**src/rtl/arb_rr4.sv**
```systemverilog
// arb_rr4 : four-requester round-robin arbiter with registered one-hot grant.
//
// A grant is held until the owner drops its request, or until the arbiter is
// disabled. Priority then rotates to the requester after the last owner.
// Exactly one idle cycle separates consecutive owners.
//
// Optional feature (macro ARB_RR4_TIMEOUT_EN):
//   defined   - an 8-bit hold counter revokes a grant after MAX_HOLD
//               consecutive cycles and pulses `timeout` for one cycle.
//   undefined - grants are unbounded, `timeout` is tied low, and MAX_HOLD
//               has no effect.
//
// Ports:
//   clk      in   rising-edge clock
//   rst_n    in   synchronous active-low reset
//   en       in   arbiter enable; 0 forces release / no new grant
//   req[3:0] in   level request vector, bit i = requester i
//   gnt[3:0] out  registered one-hot grant or 0000
//   gnt_idx  out  registered index of current or last owner
//   valid    out  registered, equals |gnt
//   timeout  out  one-cycle pulse after a watchdog revocation
module arb_rr4 #(
   parameter int unsigned MAX_HOLD = 16
) (
   input  logic       clk,
   input  logic       rst_n,
   input  logic       en,
   input  logic [3:0] req,
   output logic [3:0] gnt,
   output logic [1:0] gnt_idx,
   output logic       valid,
   output logic       timeout
);

   typedef enum logic {S_IDLE = 1'b0, S_GRANT = 1'b1} state_e;

   state_e     state_q, state_d;
   logic [1:0] ptr_q,   ptr_d;
   logic [3:0] gnt_q,   gnt_d;
   logic [1:0] idx_q,   idx_d;
   logic       valid_q, valid_d;
   logic       expire;

   // Rotate the request vector so that bit 0 is the requester at ptr; the
   // first set bit of the rotated vector is then the round-robin winner.
   logic [7:0] req_dbl;
   logic [3:0] req_rot;
   logic [1:0] pick_off;
   logic [1:0] pick_idx;

   assign req_dbl = {req, req} >> ptr_q;
   assign req_rot = req_dbl[3:0];

   always_comb begin
      pick_off = 2'd0;
      casez (req_rot)
         4'b???1: pick_off = 2'd0;
         4'b??10: pick_off = 2'd1;
         4'b?100: pick_off = 2'd2;
         4'b1000: pick_off = 2'd3;
         default: pick_off = 2'd0;
      endcase
   end

   assign pick_idx = ptr_q + pick_off;

`ifdef ARB_RR4_TIMEOUT_EN
   logic [7:0] hold_q, hold_d;
   logic       to_q;

   // hold_q counts completed GRANT cycles of the current owner, so it reads
   // MAX_HOLD-1 during the MAX_HOLD-th cycle, which is the last one allowed.
   assign expire = (state_q == S_GRANT) && (hold_q == 8'(MAX_HOLD - 1));

   always_comb begin
      hold_d = 8'd0;
      if (state_q == S_GRANT && state_d == S_GRANT) begin
         hold_d = hold_q + 8'd1;
      end
   end

   always_ff @(posedge clk) begin
      if (!rst_n) begin
         hold_q <= 8'd0;
         to_q   <= 1'b0;
      end else begin
         hold_q <= hold_d;
         to_q   <= expire;
      end
   end

   assign timeout = to_q;
`else
   // No watchdog in this build; MAX_HOLD is kept only so parameterised
   // instantiations remain valid.
   logic unused_max_hold;
   assign unused_max_hold = ^8'(MAX_HOLD);
   assign expire          = 1'b0;
   assign timeout         = 1'b0;
`endif

   always_comb begin
      state_d = state_q;
      ptr_d   = ptr_q;
      gnt_d   = gnt_q;
      idx_d   = idx_q;
      valid_d = valid_q;
      case (state_q)
         S_IDLE: begin
            if (en && (req != 4'b0000)) begin
               state_d = S_GRANT;
               gnt_d   = 4'b0001 << pick_idx;
               idx_d   = pick_idx;
               valid_d = 1'b1;
            end else begin
               gnt_d   = 4'b0000;
               valid_d = 1'b0;
            end
         end
         S_GRANT: begin
            // Watchdog expiry takes the same release path as a normal drop.
            if (expire || !en || !req[idx_q]) begin
               state_d = S_IDLE;
               gnt_d   = 4'b0000;
               valid_d = 1'b0;
               ptr_d   = idx_q + 2'd1;
            end
         end
         default: begin
            state_d = S_IDLE;
            gnt_d   = 4'b0000;
            valid_d = 1'b0;
         end
      endcase
   end

   always_ff @(posedge clk) begin
      if (!rst_n) begin
         state_q <= S_IDLE;
         ptr_q   <= 2'd0;
         gnt_q   <= 4'b0000;
         idx_q   <= 2'd0;
         valid_q <= 1'b0;
      end else begin
         state_q <= state_d;
         ptr_q   <= ptr_d;
         gnt_q   <= gnt_d;
         idx_q   <= idx_d;
         valid_q <= valid_d;
      end
   end

   assign gnt     = gnt_q;
   assign gnt_idx = idx_q;
   assign valid   = valid_q;

endmodule

```
**config.mk**
```make
export PLATFORM = sky130hd
export DESIGN_NAME = arb_rr4
export DESIGN_NICKNAME = d
export VERILOG_FILES = /design/src/rtl/arb_rr4.sv
export SDC_FILE = /design/constraint.sdc
export NUM_CORES = 1
export LEC_CHECK = 0
export CAP_MARGIN = 5
export CORE_ASPECT_RATIO = 0.75
export CORE_MARGIN = 2
export CORE_UTILIZATION = 30
export DETAILED_ROUTE_END_ITERATION = 10
export PLACE_DENSITY = 0.6
export SLEW_MARGIN = 20
export SYNTH_ARGS = -nofsm -noshare
export SYNTH_HDL_FRONTEND = slang
export SYNTH_SLANG_ARGS = --single-unit
```
**constraint.sdc**
```tcl
create_clock -name clk -period 2.3 [get_ports clk]
set_input_delay 0.345 -clock clk [delete_from_list [all_inputs] [get_ports clk]]
set_output_delay 0.345 -clock clk [all_outputs]
set_load 0.01 [all_outputs]
```
==> results.json, run 1 <==
{
  "status": "finished clean",
  "synth-warning-count": 0,
  "final_hold_viol_count": 0,
  "pre_cts_slack_ns": -0.109,
  "totalWireLength_um": 1280,
  "clk_root_buffer_cell": "clkbuf_4",
  "critical_path.startpoint_type": "primary input",
  "synth.cell_area_um2": 669,
  "critical_path.reg2reg.startpoint": "ptr_q[0]",
  "synth_common_cells": "dfxtp_1 (10), nor2_1 (8)",
  "tritoncts.num_buffers": 3,
  "worst_path_max_delay_cell": "clkdlybuf4s50_1",
  "finalWorstSetupSlack_ns": 0.171,
  "detailed_place_hpwl_um": 945,
  "maxCapViolCount": 0,
  "syn-mean-instance-area_um2": 9.43,
  "floorplan.die.height_um": 44.9,
  "cell_by_cell_listing_of_the_critical_path": "clkdlybuf4s50_1, nor2_1, nor3_1, a21oi_1, o21ai_0, ha_1, xnor2_1, xnor2_2, a2bb2o_4",
  "die_footprint_um2": 2630,
  "grt_max_degree": 13,
  "post_drt_wl_per_cell_um": 11.2,
  "power.leakage_nw": 0.343,
  "synth.top_cell.area_share": 0.299,
  "critical_path_arrival_ns": 2.29,
  "fp.dieW_um": 58.5,
  "floorplan.rows": 14,
  "final_cell_count_no_fill": 114,
  "synth-edff-count": 0,
  "first_global_vias": 485,
  "drtAntennaViolNets": 0,
  "antenna-diode-count": 0,
  "floorplan.initialDensity": 0.327,
  "synth.distinct_cells": 41,
  "timing.critical_path.slowest_cell_delay_ns": 0.55,
  "worst-endpoint-required_ns": 2.46,
  "power.density_cell_area_nw_per_um2": 548,
  "syn_inst": 71,
  "drt_iter0_markers": 4,
  "layout-area-overhead-vs-synth_pct": 28.0,
  "design.portCount": 15,
  "post-place-cells": 111,
  "crit_type": "in2reg",
  "path_clk_slew_ns": 0.06,
  "grt.total_usage": 0.112,
  "numClockSinks": 10,
  "mappedNetlistNets": 79,
  "fmax_mhz": 470,
  "cts_htree_levels": 1,
  "tns_ns": 0,
  "synth-seq-area-share": 0.299,
  "max-clock-path-buffers": 2,
  "setup-violations-final": 0,
  "unrepaired_setup_endpoints_after_global_routing": "false",
  "final_nets": 100,
  "postSynthRegisterBits": 10,
  "port_buffers": 13,
  "num_vias": 592,
  "drive_gt1_frac": 0.211,
  "fin_crit_ns": 2.13,
  "async_flop_share": 0,
  "layout_worst_path_cycle_share": 0.926,
  "placeableCoreArea_um2": 2050,
  "quantity_of_hold_fixing_buffers_added_after_cts": 0,
  "vdd_drop_max_mv": 0.322,
  "tritoncts": "yes",
  "holdCritPathClass": "reg2reg",
  "grt_overflow": 0,
  "max_slew_vio_count": 0,
  "clk_latency_ns": 0.26,
  "drcViolationCount": 0,
  "post_cts_resize_count": 0,
  "post-cts-setup-buffer-count": 0,
  "cp_max_fo": 9,
  "grt_antenna_before_repair": 0,
  "fin_util": 0.418,
  "synth.most_common_cell": "dfxtp_1",
  "first_pass_grt_wire_length_um": 2190,
  "critPathLaunch": "req[2]",
  "timing.hold.worst.start": "gnt[2]",
  "final_clock_skew_ns": 0.00226,
  "weighted_congestion_reported_at_the_end_of_routability_driven_placement": 0.783,
  "critical_path.endpoint_type": "flip-flop",
  "avgViaCountPerCell": 5.19,
  "synth_ff_type": "dfxtp_1",
  "p_total_w": 0.000470,
  "first_pass_iters": 4,
  "synth_top_cells_by_area": "dfxtp_1 (30%), nor2_1 (4.5%), a22o_1 (3.9%)",
  "synth_area_leader_cell": "dfxtp_1"
}
==> cells by family after synthesis <==
group                      count (synthesis)  share of synthesized area
AOI/OAI and AO/OA                         23                      0.308
and+or+nand+nor                           22                      0.172
DFF                                       10                      0.299
buffers and inverters                      8                     0.0991
xor gates and xnor gates                   3                     0.0505
muxes                                      3                     0.0467
adders and majority gates                  1                     0.0187
other                                      1                    0.00560
==> worst paths after layout <==
check	end	slack [ns]	depth (start not counted)
setup / recovery	gnt[3]	0.17	9
hold / removal	gnt[2]	0.46	1
setup reg to reg	gnt[3]	0.31	7
hold reg to reg	gnt[2]	0.46	1
==> flip-flops by register name, summed over array words and instances, names as in the netlist <==
name and flops:
gnt 4, gnt_idx 2, ptr_q 2, state_q 1, valid 1
==> worst max-delay path, delay by kind of cell <==
kind                     cells  cell delay (ns)
AO/OA/AOI/OAI                3             0.50
XOR/XNOR                     2             0.43
adder cells (fa/ha/maj)      1             0.20
buffers and inverters        1             0.55
AND/OR/NAND/NOR              2             0.26
==> per-stage QoR <==
stage,cell area (um2),hold slack [ns]
2_1_floorplan,669,0.491
3_3_place_gp,835,0.452
3_5_place_dp,835,0.456
4_1_cts,857,0.467
5_1_grt,857,0.493
6_report,857,0.461
==> layout make-up <==
class                           instances  area [um2]
Sequential cell                        10         200
Fill cell                             204        1190
Tap cell                               24        30.0
Multi-Input combinational cell         53         403
Timing Repair Buffer                   21         190
Inverter                                3        11.3
Clock buffer                            3        22.5
==> layer usage <==
layer | up-vias | track usage | wire length, um
met5 | - | 0 | 0
met4 | 0 | 0.0279 | 0
met3 | 0 | 0.0516 | 55
met2 | 11 | 0.151 | 564
met1 | 283 | 0.160 | 660
li1 | 298 | - | -
==> cell usage in the layout (no fill, tap or decap), types with 2 or more instances in the layout <==
| master | count |
|---|---|
| clkdlybuf4s50_1 | 13 |
| dfxtp_1 | 10 |
| nor2_1 | 8 |
| buf_4 | 8 |
| inv_1 | 3 |
| o21ai_0 | 3 |
| nand2b_1 | 3 |
| a22o_1 | 3 |
| clkbuf_4 | 3 |
| nand3_1 | 2 |
| o311a_1 | 2 |
| nor3_1 | 2 |
| a21oi_1 | 2 |
| mux2i_1 | 2 |
==> power breakdown <==
part           leakage [nW]  switching, W  internal, W  total (W)
clock                0.0138     0.0000576    0.0000604   0.000118
combinational         0.247     0.0000645    0.0000817   0.000146
sequential           0.0819     0.0000184     0.000187   0.000206
(Power assumes the default switching activity.)
==> run 2, diff against run 1 <==
--- a/config.mk
+++ b/config.mk
@@ -10,6 +10,7 @@
 export CORE_MARGIN = 2
 export CORE_UTILIZATION = 30
 export DETAILED_ROUTE_END_ITERATION = 10
+export GPL_ROUTABILITY_DRIVEN = 1
 export PLACE_DENSITY = 0.6
 export SLEW_MARGIN = 20
 export SYNTH_ARGS = -nofsm -noshare
==> results of run 2 <==
The final DEF is identical to that of run 1; final timing and power are the same.
==> run 3, diff against run 2 <==
--- a/config.mk
+++ b/config.mk
@@ -5,7 +5,7 @@
 export SDC_FILE = /design/constraint.sdc
 export NUM_CORES = 1
 export LEC_CHECK = 0
-export CAP_MARGIN = 5
+export CAP_MARGIN = 20
 export CORE_ASPECT_RATIO = 0.75
 export CORE_MARGIN = 2
 export CORE_UTILIZATION = 30
==> results of run 3 <==
The final DEF is identical to that of run 1; final timing and power are the same.
